===== config.mk =====
export PLATFORM = sky130hd
export DESIGN_NAME = wb_stage_n
export DESIGN_NICKNAME = d
export VERILOG_FILES = /design/src/rtl/wb_pkg.sv /design/src/rtl/wb_lane_align.sv /design/src/rtl/wb_stage_n.sv
export SDC_FILE = /design/constraint.sdc
export NUM_CORES = 1
export LEC_CHECK = 0
export BUFFER_PORTS_ARGS = -buffer_cell sky130_fd_sc_hd__buf_4
export CAP_MARGIN = 5
export CORE_ASPECT_RATIO = 1.1
export CORE_MARGIN = 4
export CORE_UTILIZATION = 40
export CTS_CLUSTER_DIAMETER = 100
export DETAILED_ROUTE_END_ITERATION = 8
export HOLD_SLACK_MARGIN = 0.1
export MAX_ROUTING_LAYER = met4
export PLACE_DENSITY = 0.78
export SYNTH_ARGS = -nofsm -noshare
export SYNTH_HDL_FRONTEND = slang
export SYNTH_SLANG_ARGS = --single-unit

===== constraint.sdc =====
create_clock -name clk -period 1.78 [get_ports clk]
set_input_delay 0.089 -clock clk [delete_from_list [all_inputs] [get_ports clk]]
set_output_delay 0.089 -clock clk [all_outputs]
set_load 0.03 [all_outputs]

===== src/rtl/wb_pkg.sv =====
// Shared definitions for the N-lane writeback stage.
// Contents:
//   ld_size_e   load size encodings as they arrive from the MEM stage
//   DEF_*       default widths used by the stage and its lane slice
package wb_pkg;

   // Load size codes. Code 2'b11 is treated as a full word as well.
   typedef enum logic [1:0] {
      LD_WORD     = 2'b00,
      LD_HALF     = 2'b01,
      LD_BYTE     = 2'b10,
      LD_WORD_ALT = 2'b11
   } ld_size_e;

   localparam int DEF_LANES  = 2;
   localparam int DEF_WIDTH  = 32;
   localparam int DEF_REG_AW = 5;
   localparam int DEF_CNT_W  = 32;

endpackage


===== src/rtl/wb_lane_align.sv =====
// One writeback lane: chooses the ALU/address result or the load data, and for
// sub-word loads extracts the addressed half/byte and sign- or zero-extends it.
// Purely combinational.
// Ports:
//   sel_wb     1 = pass alu_data through, 0 = use (aligned) mem_data
//   alu_data   ALU/address result
//   mem_data   raw data-memory word
//   ld_size    load size code (see wb_pkg)
//   ld_signed  1 = sign-extend sub-word loads
//   byte_off   low two address bits of the load
//   data       resulting writeback value
module wb_lane_align
   import wb_pkg::*;
#(
   parameter int WIDTH = DEF_WIDTH
)
(
   input  logic             sel_wb,
   input  logic [WIDTH-1:0] alu_data,
   input  logic [WIDTH-1:0] mem_data,
   input  logic [1:0]       ld_size,
   input  logic             ld_signed,
   input  logic [1:0]       byte_off,
   output logic [WIDTH-1:0] data
);

   logic [WIDTH-1:0] load_val;

   generate
      if (WIDTH == 32) begin : g_align
         logic [15:0] half_field;
         logic [7:0]  byte_field;

         // Half loads only look at byte_off[1]; an odd offset inside a half
         // is not a legal access, so bit 0 is simply ignored.
         always_comb begin
            half_field = byte_off[1] ? mem_data[31:16] : mem_data[15:0];
            byte_field = mem_data[7:0];
            case (byte_off)
               2'd0:    byte_field = mem_data[7:0];
               2'd1:    byte_field = mem_data[15:8];
               2'd2:    byte_field = mem_data[23:16];
               default: byte_field = mem_data[31:24];
            endcase
            case (ld_size)
               LD_HALF: load_val = {{16{ld_signed & half_field[15]}}, half_field};
               LD_BYTE: load_val = {{24{ld_signed & byte_field[7]}}, byte_field};
               default: load_val = mem_data;
            endcase
         end
      end else begin : g_word_only
         // Non-32-bit datapaths only support whole-word loads.
         assign load_val = mem_data;
      end
   endgenerate

   assign data = sel_wb ? alu_data : load_val;

endmodule


===== src/rtl/wb_stage_n.sv =====
// Registered N-lane writeback stage. Aligns each lane's result, resolves
// same-cycle register-file write conflicts (youngest lane wins), and registers
// the RF write ports, which double as the forwarding bus. Also counts retired
// instructions.
// Ports:
//   clk, reset            clock and synchronous active-high reset
//   stall                 hold every register
//   flush                 drop the incoming bundle (rf_we cleared)
//   in_valid, sel_wb, alu_data, mem_data, ld_size, ld_signed, byte_off,
//   wr_en, wr_addr        per-lane MEM-stage bundle, lane i in slice i
//   rf_we, rf_waddr,
//   rf_wdata              registered RF write ports / forwarding bus
//   retired               valid lanes retired since reset (wraps)
module wb_stage_n
   import wb_pkg::*;
#(
   parameter int LANES  = DEF_LANES,
   parameter int WIDTH  = DEF_WIDTH,
   parameter int REG_AW = DEF_REG_AW,
   parameter int CNT_W  = DEF_CNT_W
)
(
   input  logic                    clk,
   input  logic                    reset,
   input  logic                    stall,
   input  logic                    flush,
   input  logic [LANES-1:0]        in_valid,
   input  logic [LANES-1:0]        sel_wb,
   input  logic [LANES*WIDTH-1:0]  alu_data,
   input  logic [LANES*WIDTH-1:0]  mem_data,
   input  logic [LANES*2-1:0]      ld_size,
   input  logic [LANES-1:0]        ld_signed,
   input  logic [LANES*2-1:0]      byte_off,
   input  logic [LANES-1:0]        wr_en,
   input  logic [LANES*REG_AW-1:0] wr_addr,
   output logic [LANES-1:0]        rf_we,
   output logic [LANES*REG_AW-1:0] rf_waddr,
   output logic [LANES*WIDTH-1:0]  rf_wdata,
   output logic [CNT_W-1:0]        retired
);

   logic [LANES*WIDTH-1:0] wdata_next;
   logic [LANES-1:0]       we_raw;
   logic [LANES-1:0]       we_next;
   logic [CNT_W-1:0]       valid_cnt;

   generate
      for (genvar i = 0; i < LANES; i++) begin : g_lane
         wb_lane_align #(.WIDTH(WIDTH)) u_align (
            .sel_wb    (sel_wb[i]),
            .alu_data  (alu_data[i*WIDTH +: WIDTH]),
            .mem_data  (mem_data[i*WIDTH +: WIDTH]),
            .ld_size   (ld_size[i*2 +: 2]),
            .ld_signed (ld_signed[i]),
            .byte_off  (byte_off[i*2 +: 2]),
            .data      (wdata_next[i*WIDTH +: WIDTH])
         );
      end
   endgenerate

   // Writes to r0 are dropped. When two lanes target the same register the
   // older lane is suppressed so the younger (program-order later) value lands.
   always_comb begin
      we_raw = '0;
      for (int i = 0; i < LANES; i++) begin
         we_raw[i] = in_valid[i] & wr_en[i] & (wr_addr[i*REG_AW +: REG_AW] != '0);
      end
      we_next = we_raw;
      for (int i = 0; i < LANES; i++) begin
         for (int j = i + 1; j < LANES; j++) begin
            if (we_raw[i] && we_raw[j] &&
                (wr_addr[i*REG_AW +: REG_AW] == wr_addr[j*REG_AW +: REG_AW])) begin
               we_next[i] = 1'b0;
            end
         end
      end
   end

   // Every valid lane retires, whether or not it writes a register.
   always_comb begin
      valid_cnt = '0;
      for (int i = 0; i < LANES; i++) begin
         valid_cnt = valid_cnt + CNT_W'(in_valid[i]);
      end
   end

   // Pipeline register. Flush only has to kill the write enables; address and
   // data are left as they were since nothing consumes them without rf_we.
   always_ff @(posedge clk) begin
      if (reset) begin
         rf_we    <= '0;
         rf_waddr <= '0;
         rf_wdata <= '0;
         retired  <= '0;
      end else if (flush) begin
         rf_we    <= '0;
      end else if (!stall) begin
         rf_we    <= we_next;
         rf_waddr <= wr_addr;
         rf_wdata <= wdata_next;
         retired  <= retired + valid_cnt;
      end
   end

endmodule


# Yosys cells after proc, flatten, opt, wreduce, memory -nomap -nowiden
# Index checks and enable logic that the tools add are counted.
word_totals:
  register_bits: 108
  output_inout_bits: 108
  inputBits: 158
  word_cells: 42
classes:
  add_sub_neg: 2
  reduce_logical: 8
  eq_ne: 9
  muxes: 9
  bitwise_logic: 10
op_table:
  columns: ["cell", "count"]
  rows:
  - ["$pmux 32 s2", 2]
  - ["$mux 32", 2]
  - ["$pmux 8 s3", 2]
  - ["$add 32x2->32", 1]
  - ["$mux 16", 2]
  - ["$reduce_bool 5->1", 2]
  - ["$and 1x1->1", 8]
  - ["$eq 2x1->1 const B", 4]
  - ["$eq 2x2->1 const B", 4]
  - ["$eq 5x5->1", 1]
  - ["$logic_not 2->1", 2]
  - ["$add 1x1->2", 1]
  - ["$logic_and 1x1->1", 2]
  - ["$not 1->1", 2]
  - ["$reduce_and 2->1", 1]
  - ["$reduce_or 2->1", 1]
  - ["$mux 1", 1]

# Depth between registers and ports, before layout
# Gate-level depths: netlist of run 1.
depth:
  word_depth: 5
  depth_mapped: 8
  ltp_nobuf: 7

# By module
# Synthesis of run 1 repeated with hierarchy kept, for this count alone.
hier_totals:
  hier_cells: 860
  hier_area_um2: 6520.0
by_module_without_submodules:
  columns: ["mod", "instances", "cells_each", "seq_area_each_um2", "area_each_um2"]
  rows:
  - ["wb_stage_n", 1, 526, 2162.1, 4210.3]
  - ["wb_lane_align", 2, 167, 0.0, 1154.9]

# Least setup slack after synthesis of run 1
# Ideal clock, no wire load.
synth_path:
  path_kind: "reg2reg"
  start: "register retired[0]"
  end: "register retired[23]"
  setup_ns: 0.121
  path_buffers: 2
  setup_slack_ns: -0.460
  period_less_slack_ns: 2.240
  required_time_ns: 1.659
  arrival_ns: 2.119
  path_stages_with_launch: 9
  cell_sequence: "dfxtp_1 -> inv_1 -> fa_1 -> and3b_1 -> buf_2 -> nand4_1 -> buf_2 -> nor3_1 -> mux2_2"
synth_via:
  elab_chain_len: 1
synth_lines:
  columns: ["item", "line", "text"]
  rows:
  - ["from (decl)", "wb_stage_n.sv:39", "output logic [CNT_W-1:0] retired"]
  - ["from (signal assigned)", "wb_stage_n.sv:101", "retired <= retired + valid_cnt;"]
  - ["$add 32x2->32", "wb_stage_n.sv:101", null]
# No other way between the ends.
# A chain may end at the register's enable or synchronous reset.

# Worst setup path after layout of run 1
layout_path:
  start: "register retired[0]"
  end: "register retired[18]"
# Same word-level chain as after synthesis.

==> results of run 1 <==
stage by stage:
step	setup WS, ps	cells
floorplan	-177	830
global placement	-66.6	1290
detailed placement	-143	1290
CTS	-111	1370
global route	-226	1372
finish	-146	1373
cell families after synthesis:
logic type               count (synthesis)
XOR/XNOR                                13
AND/OR/NAND/NOR                        266
multiplexers                            14
AO/OA/AOI/OAI                          318
adder cells (fa/ha/maj)                  6
flip-flops                             108
buffers and inverters                  105
worst min-delay path: cells and delay by family:
kind                   cells  cell delay, ps
buffers and inverters      1             110
AOI/OAI and AO/OA          2             210
flip-flops by register name, summed over array words and instances, names as in the netlist:
register,flops
rf_we,2
rf_wdata,64
rf_waddr,10
retired,32
metal layers:
| layer | track usage | share of wire | up-vias |
|---|---|---|---|
| met1 | 0.347 | 0.40 | 3725 |
| met4 | 0.135 | 0.039 | 0 |
| met2 | 0.445 | 0.48 | 398 |
| met5 | - | 0 | - |
| met3 | 0.0534 | 0.078 | 67 |
| li1 | - | - | 3782 |
cells in the mapped netlist (9+ instances only):
cell / n
dfxtp_1: 108
nand2_1: 103
o21ai_0: 95
clkbuf_1: 57
a21oi_1: 55
a2111oi_0: 48
o31ai_1: 38
a211oi_1: 33
inv_1: 28
nor2_1: 26
or3_1: 24
nand3b_1: 18
a311oi_1: 16
nand2b_1: 16
and2_1: 15
a221oi_1: 14
nor2b_1: 14
buf_2: 13
mux2_2: 9
nand3_1: 9
o21ai_1: 9
xor2_1: 9
final timing paths:
path,startpoint,end,slack [ps],cells past startpoint
max,retired[0],retired[18],-150,7
min,alu_data[59],rf_wdata[59],100,3
max reg2reg,retired[0],retired[18],-150,7
min reg2reg,rf_wdata[42],rf_wdata[42],450,2
where the power goes:
group	internal (W)	total, W	switching, W
combinational	0.000775	0.00171	0.000933
clock	0.000951	0.00189	0.000938
sequential	0.00251	0.00257	0.0000571
timing repair:
action                                  CTS  global route
endpoints found under the hold margin    61             0
pin swaps                                 1             5
gates resized for setup                  13            17
endpoints found under the setup margin   22            75
hold buffers                             63             0
setup buffers                             1             1
cloned                                    0             1
final cells by class:
cell class | instances | area share
multi-input cells | 617 | 0.400
clock inverters | 4 | 0.00262
clock buffers | 12 | 0.0236
diodes | 1 | 0.000249
inverters | 31 | 0.0116
flip-flops and latches | 108 | 0.217
repair buffers | 400 | 0.320
well taps | 200 | 0.0249
==> run metrics, run 1 <==
status=finished, violations left; failing checks=negative setup slack; Least-Margin Pin Slew=1210 ps; vias in the first global route=7,790; grt ovf=0; Final Slew Violations=0; Placed Area=0.00898 mm^2; PwrDens=615 mW/mm^2; Synth Warn #=0; row count=48; Pwr Total=0.00617 W; largest family of logic cells by synthesized area=compound AO/OA/AOI/OAI gates; syn avg cell area=7.76 um^2; Filler cells=1,364; P&R area growth vs syn=55.8%; Syn Inst Count=830; CP max-delay cell=or4_4; CP required=2060 ps; commonest non-fill, non-tap cells in the layout=329 x buf_4, 101 x nand2_1, 97 x dfxtp_1, 94 x o21ai_0, 61 x dlygate4sd3_1; Yosys reg bits=108; post-route ant nets=0; crit-path leading delay family=simple AND/OR/NAND/NOR gates; CP endpoint kind=flop; Max-Slew Margin vs Limit=0.190; max incr delay on CP=560 ps; Post-Syn Area=0.00644 mm^2; Final Hold Fails=0; clock sink count=108; antenna violations before repair=0; Root Driver=clkbuf_16; TritonCTS clock tree=built; most common cell after layout, fill and taps aside=buf_4; Final Util=0.638; post-route setup slack=-146 ps; Final setup viols=21; Seq/Total Area, Yosys=0.336; Net Count, Synth=994; # IOs=266; H-tree depth=3; worst path buffer plus inverter count=2; maximum vdd drop=0.419 mV; layout cells sized above 1=0.346; crit path time final=1930 ps; iteration count of the initial detailed-routing pass=6; kind of critical path=reg -> reg; routed len/inst=18.8 um; Placeable Area=0.0157 mm^2; mux cell area share after synthesis=0.0237; nets@finish=1,331; Longest Clk Path Bufs=2; GRT Resource Usage Total=0.283; Distinct cells, synth=55; RSZ-0062 raised after global routing=true; drc violations=0; Worst-path clk slew=70 ps; Synth area leader=dfxtp_1; HPWL after detailed placement=18.5 mm; top post-synthesis cells by area=dfxtp_1 34%, o21ai_0 7.4%, a2111oi_0 6.5%; first-pass GRT wire length=40.1 mm; routed vias=7,972; FMAX=0.519 GHz; Die Wd=129 um; RD Place Congestion=0.937; Reg area=0.00218 mm^2; TritonCTS Buffers=9; Max-Cap Viols=0; xor and xnor area share after synthesis=0.0177; critical path cell sequence=inv_2 -> fa_2 -> inv_1 -> ha_4 -> nand4_4 -> or4_4 -> a21oi_1; post-synth top area share=0.336; post-synthesis compound-gate area fraction=0.325; Initial Util=0.409; number of synthesized flops with an enable pin=0; IO buf count=265; initial DRC count=515; Post-synth ARST share=0; Simple-Gate Fraction of Synth Area=0.219; full die area=0.0182 mm^2; Crit Path Max Fanout=6; commonest register cell after synthesis=dfxtp_1; Hold WS=105 ps; final WL=25.8 mm; startpoint types=flop; multi-input logic area=0.00401 mm^2; Setup Skew=8.31 ps; Die Ht=141 um; ratio of final minimum period to clock period=1.08; clk_lat worst skew=350 ps; vias per cell=5.81; post-route cell area=0.0100 mm^2; setup_tns=-1440 ps; CP arrival=2210 ps; Lkg Pwr=4.12 nW; HP Class=in -> reg; largest net degree at the start of global routing=47; adder-cell share of the synthesized area=0.0128
(Power assumes the default switching activity.)
==> inputs of run 2 (changes only) <==
--- a/config.mk
+++ b/config.mk
@@ -5,6 +5,7 @@
 export SDC_FILE = /design/constraint.sdc
 export NUM_CORES = 1
 export LEC_CHECK = 0
+export ABC_AREA = 1
 export BUFFER_PORTS_ARGS = -buffer_cell sky130_fd_sc_hd__buf_4
 export CAP_MARGIN = 5
 export CORE_ASPECT_RATIO = 1.1
@@ -14,7 +15,7 @@
 export DETAILED_ROUTE_END_ITERATION = 8
 export HOLD_SLACK_MARGIN = 0.1
 export MAX_ROUTING_LAYER = met4
-export PLACE_DENSITY = 0.78
+export PLACE_DENSITY = 0.7
 export SYNTH_ARGS = -nofsm -noshare
 export SYNTH_HDL_FRONTEND = slang
 export SYNTH_SLANG_ARGS = --single-unit
==> run metrics, run 2 <==
status=finished clean; crit path time final=1780 ps; post-synth top area share=0.318; crit-path leading delay family=simple AND/OR/NAND/NOR gates; Least-Margin Pin Slew=422 ps; Max-Slew Margin vs Limit=0.719; Placeable Area=0.0165 mm^2; syn avg cell area=5.84 um^2; routed vias=8,233; TritonCTS Buffers=9; Synth area leader=dfxtp_1; Largest register FFs=64; most common cell after layout, fill and taps aside=nand2_1; # IOs=266; Filler cells=1,619; Yosys reg bits=108; Root Driver=clkbuf_16; drc violations=0; Initial Util=0.412; CP required=2080 ps; Hold WS=111 ps; max incr delay on CP=360 ps; Post-Syn Area=0.00679 mm^2; Final Slew Violations=0; CP endpoint kind=flop; most frequent CP cell=nand2_1; row count=49; Synth Warn #=0; H-tree depth=3; HP Class=in -> reg; IO buf count=265; final WL=24.8 mm; FMAX=0.563 GHz; HPWL after detailed placement=18.6 mm; Most flops, register=rf_wdata; ratio of final minimum period to clock period=0.998; vias per cell=5.00; critical path cell sequence=inv_2 -> fa_2 -> inv_2 -> ha_4 -> nand3_4 -> nor2_4 -> nand2_2 -> nor2_4 -> nand2_1 -> nand2_1 -> nand2_1 -> a21oi_2; nets@finish=1,603; most frequent cells after synthesis=392 x nand2_1, 197 x nor2_1, 153 x a21oi_1; layout cells sized above 1=0.244; full die area=0.0191 mm^2; largest net degree at the start of global routing=72; Reg area=0.00217 mm^2; clock sink count=108; iteration count of the initial detailed-routing pass=5; Post-synth ARST share=0; top-count cell post-synth=nand2_1; vias in the first global route=7,803; Lkg Pwr=4.75 nW; Max-Cap Viols=0; kind of critical path=reg -> reg; Antenna Cells=0; grt ovf=0; top post-synthesis cells by area=dfxtp_1 32%, nand2_1 22%, a21oi_1 11%; startpoint types=flop; DP Cell Count=1,592; Crit Path Max Fanout=4; GRT Resource Usage Total=0.256; clk_lat worst skew=360 ps; Distinct cells, synth=38; Net Count, Synth=1,326; Final Non-Filler Cells=1,648; worst path buffer plus inverter count=2; TritonCTS clock tree=built; number of synthesized flops with an enable pin=0; routed len/inst=15.1 um; maximum vdd drop=0.538 mV; RSZ-0062 raised after global routing=true; antenna violations before repair=0; first-pass GRT wire length=39.0 mm; Final Hold Fails=0; CP arrival=2070 ps; Die Ht=145 um; Die Wd=132 um; Setup Skew=7.99 ps; commonest register cell after synthesis=dfxtp_1; Largest regs=rf_wdata: 64 flops, retired: 32 flops, rf_waddr: 10 flops; commonest non-fill, non-tap cells in the layout=391 x nand2_1, 291 x buf_4, 191 x nor2_1, 151 x a21oi_1, 107 x dfxtp_1; initial DRC count=636; multi-input logic area=0.00406 mm^2; Pwr Total=0.00644 W; Worst-path clk slew=80 ps; RD Place Congestion=0.919; PwrDens=659 mW/mm^2; P&R area growth vs syn=43.9%; CP max-delay cell=fa_2; Syn Inst Count=1,162; Seq/Total Area, Yosys=0.318; Final Util=0.593; Final setup viols=0; Longest Clk Path Bufs=2; post-route ant nets=0
[run 2: cell count changes in the layout (fill, tap and decap cells not counted), sizes merged, moves of 17 or more]
cell / previous run / this run
nand2: 103 / 398
nor2: 28 / 204
a21oi: 55 / 154
inv: 29 / 97
a2111oi: 48 / 0
o21ai: 104 / 57
buf: 337 / 297
o31ai: 38 / 0
a211oi: 33 / 1
dlygate4sd3: 61 / 32
or3: 24 / 0
nand3: 9 / 26
[run 2: final cells by class]
type,instances,share of cell area
Inverter,97,0.0374
Clock buffer,9,0.0230
Sequential cell,108,0.222
Multi-Input combinational cell,894,0.415
Tap cell,204,0.0261
Timing Repair Buffer,329,0.268
Clock inverter,7,0.00858
[run 2: worst paths after layout]
check,to,slack [ps],start,cells past startpoint
worst min-delay path,rf_wdata[23],110,mem_data[23],5
worst min register to register,rf_wdata[8],470,rf_wdata[8],2
worst max register to register,retired[14],4,retired[0],12
worst max-delay path,retired[14],4,retired[0],12
[run 2: power breakdown]
| part | switching [W] | internal [W] | leakage (nW) |
|---|---|---|---|
| Sequential | 0.0000570 | 0.00252 | 0.882 |
| Combinational | 0.000981 | 0.000728 | 3.71 |
| Clock | 0.00103 | 0.00112 | 0.154 |
| Total | 0.00207 | 0.00437 | 4.75 |
[run 2: what timing repair did]
action / CTS / global route
hold endpoints to repair: 29 / 0
gates resized for setup: 1 / 20
pin swaps: 0 / 8
endpoints found under the setup margin: 3 / 18
setup buffers: 0 / 8
hold buffers: 32 / 0
[run 2: worst reg2reg max path, cell delays in order (launching register included)]
cell and delay [ps]:
dfxtp_4 350, inv_2 30, fa_2 360, inv_2 80
ha_4 140, nand3_4 90, nor2_4 170, nand2_2 100
nor2_4 120, nand2_1 60, nand2_1 60, nand2_1 50
a21oi_2 90
[run 2: per-layer routing]
layer	track usage	wire (um)	vias to the layer above
met2	0.424	11900	294
met3	0.0467	1540	65
met1	0.312	10500	3655
li1	-	-	4219
met4	0.107	891	0
met5	-	0	-
[run 2: kinds of logic after synthesis]
| kind of cell | synth area share |
|---|---|
| fa+ha+maj | 0.0122 |
| buf+inv | 0.0951 |
| simple gates | 0.386 |
| compound gates | 0.181 |
| xor+xnor | 0.00774 |
| flops | 0.318 |
[run 2: metrics by stage]
step	setup WS [ps]	setup TNS (ps)	instance area, um^2
floorplan	-75.4	-264	6810
global placement	6.02	0	8990
detailed placement	-7.91	-9.65	8990
CTS	-1.47	-1.47	9630
global route	-121	-756	9770
finish	3.63	0	9770
==> inputs of run 3 (changes only) <==
--- a/config.mk
+++ b/config.mk
@@ -5,7 +5,6 @@
 export SDC_FILE = /design/constraint.sdc
 export NUM_CORES = 1
 export LEC_CHECK = 0
-export ABC_AREA = 1
 export BUFFER_PORTS_ARGS = -buffer_cell sky130_fd_sc_hd__buf_4
 export CAP_MARGIN = 5
 export CORE_ASPECT_RATIO = 1.1
@@ -13,9 +12,11 @@
 export CORE_UTILIZATION = 40
 export CTS_CLUSTER_DIAMETER = 100
 export DETAILED_ROUTE_END_ITERATION = 8
+export GPL_ROUTABILITY_DRIVEN = 0
 export HOLD_SLACK_MARGIN = 0.1
 export MAX_ROUTING_LAYER = met4
-export PLACE_DENSITY = 0.7
+export PLACE_DENSITY = 0.71
 export SYNTH_ARGS = -nofsm -noshare
 export SYNTH_HDL_FRONTEND = slang
 export SYNTH_SLANG_ARGS = --single-unit
+export TNS_END_PERCENT = 1
==> run metrics, run 3 (same netlist as run 1, synthesis figures left out) <==
status=finished, violations left; failing checks=negative setup slack; iteration count of the initial detailed-routing pass=5; Most flops, register=rf_wdata; drc violations=0; vias in the first global route=7,513; crit path to=retired[17]; Die Wd=129 um; crit-path leading delay family=simple AND/OR/NAND/NOR gates; ratio of final minimum period to clock period=1.08; layout cells sized above 1=0.334; clk_lat worst skew=350 ps; Hold WS=103 ps; Antenna Cells=0; H-tree depth=3; grt ovf=0; Max-Slew Margin vs Limit=0.231; Worst-path clk slew=80 ps; P&R area growth vs syn=54.1%; Lkg Pwr=4.04 nW; routed vias=7,671; Final Util=0.631; initial DRC count=524; IO buf count=265; R2R setup slack=-140 ps; critical path cell sequence=inv_2 -> fa_2 -> and3b_2 -> nand4_1 -> buf_6 -> or4_1 -> a21oi_1; Final Hold Fails=0; Root Driver=clkbuf_16; GRT Resource Usage Total=0.276; nets@finish=1,318; Largest register FFs=64; Crit Path Max Fanout=12; PwrDens=632 mW/mm^2; clock sink count=108; R2R Path Start=retired[0]; HPWL after detailed placement=18.0 mm; # IOs=266; routed len/inst=18.1 um; FMAX=0.520 GHz; CP endpoint kind=flop; Largest regs=rf_wdata: 64 flops, retired: 32 flops, rf_waddr: 10 flops; Setup Skew=8.79 ps; Max-Cap Viols=0; Final Slew Violations=0; Placeable Area=0.0157 mm^2; commonest non-fill, non-tap cells in the layout=324 x buf_4, 107 x dfxtp_1, 103 x nand2_1, 94 x o21ai_0, 57 x dlygate4sd3_1; R2R Path End=retired[17]; crit path time final=1920 ps; post-route setup slack=-144 ps; full die area=0.0182 mm^2; TritonCTS clock tree=built; Longest Clk Path Bufs=2; vias per cell=5.64; RSZ-0062 raised after global routing=true; maximum vdd drop=0.425 mV; reg2reg path depth=7; final WL=24.6 mm; Initial Util=0.409; CP required=2060 ps; startpoint types=flop; Least-Margin Pin Slew=1150 ps; Die Ht=141 um; max incr delay on CP=390 ps; TritonCTS Buffers=9; Critical Path Stages=7; largest net degree at the start of global routing=77; worst path buffer plus inverter count=2; HP Class=in -> reg; CP max-delay cell=or4_1; CP startpoint=retired[0]; post-route ant nets=0; first-pass GRT wire length=39.3 mm; most common cell after layout, fill and taps aside=buf_4; kind of critical path=reg -> reg; antenna violations before repair=0; CP arrival=2210 ps; Final setup viols=22; row count=48
run 3: repair_timing:
action                     4_1_cts  5_1_grt
hold endpoints to repair        55        0
hold buffers                    57        0
buffers inserted                 1        0
setup endpoints to repair       23       46
pin swaps                        5        0
gates resized for setup          8       17
run 3: area by class of cell:
type,instances,area [um^2]
flip-flops and latches,108,2170
inverters,31,116
clock inverters,4,31.3
repair buffers,387,3110
clock buffers,12,267
multi-input cells,617,3980
fillers,1375,5810
well taps,200,250
run 3: worst min-delay path by stage:
| stage | from | slack [ps] | cells after the start | to |
|---|---|---|---|---|
| global placement | flush | 340 | 2 | rf_we[1] |
| CTS | alu_data[52] | 100 | 3 | rf_wdata[52] |
| global route | alu_data[61] | 120 | 3 | rf_wdata[61] |
| floorplan | flush | 170 | 1 | rf_we[1] |
| finish | alu_data[21] | 100 | 3 | rf_wdata[21] |
| detailed placement | flush | 340 | 2 | rf_we[1] |
run 3: power by group:
| part | switching (W) | internal, W | total, W | leakage, nW |
|---|---|---|---|---|
| sequential | 0.0000567 | 0.00251 | 0.00257 | 0.880 |
| clock | 0.000957 | 0.00107 | 0.00203 | 0.149 |
| combinational | 0.000915 | 0.000754 | 0.00167 | 3.01 |
run 3: metal layers:
metal,share of wire,GRT usage
met5,0,-
met4,0.023,0.0923
met3,0.080,0.0519
met2,0.49,0.446
met1,0.41,0.345
run 3: through the flow:
step | setup slack [ps] | cell area, um^2 | TNS, ps | std cells | power (W)
2_1_floorplan | -186 | 6470 | -2310 | 830 | 0.00340
3_3_place_gp | -206 | 8950 | -3730 | 1285 | 0.00415
3_5_place_dp | -280 | 8950 | -6850 | 1285 | 0.00416
4_1_cts | -153 | 9860 | -1560 | 1359 | 0.00627
5_1_grt | -217 | 9920 | -3410 | 1359 | 0.00654
6_report | -144 | 9920 | -1340 | 1359 | 0.00627
run 3: worst min-delay path, cell delays in order:
cell     delay (ps)
buf_4           110
o21ai_0         140
o31ai_1          70
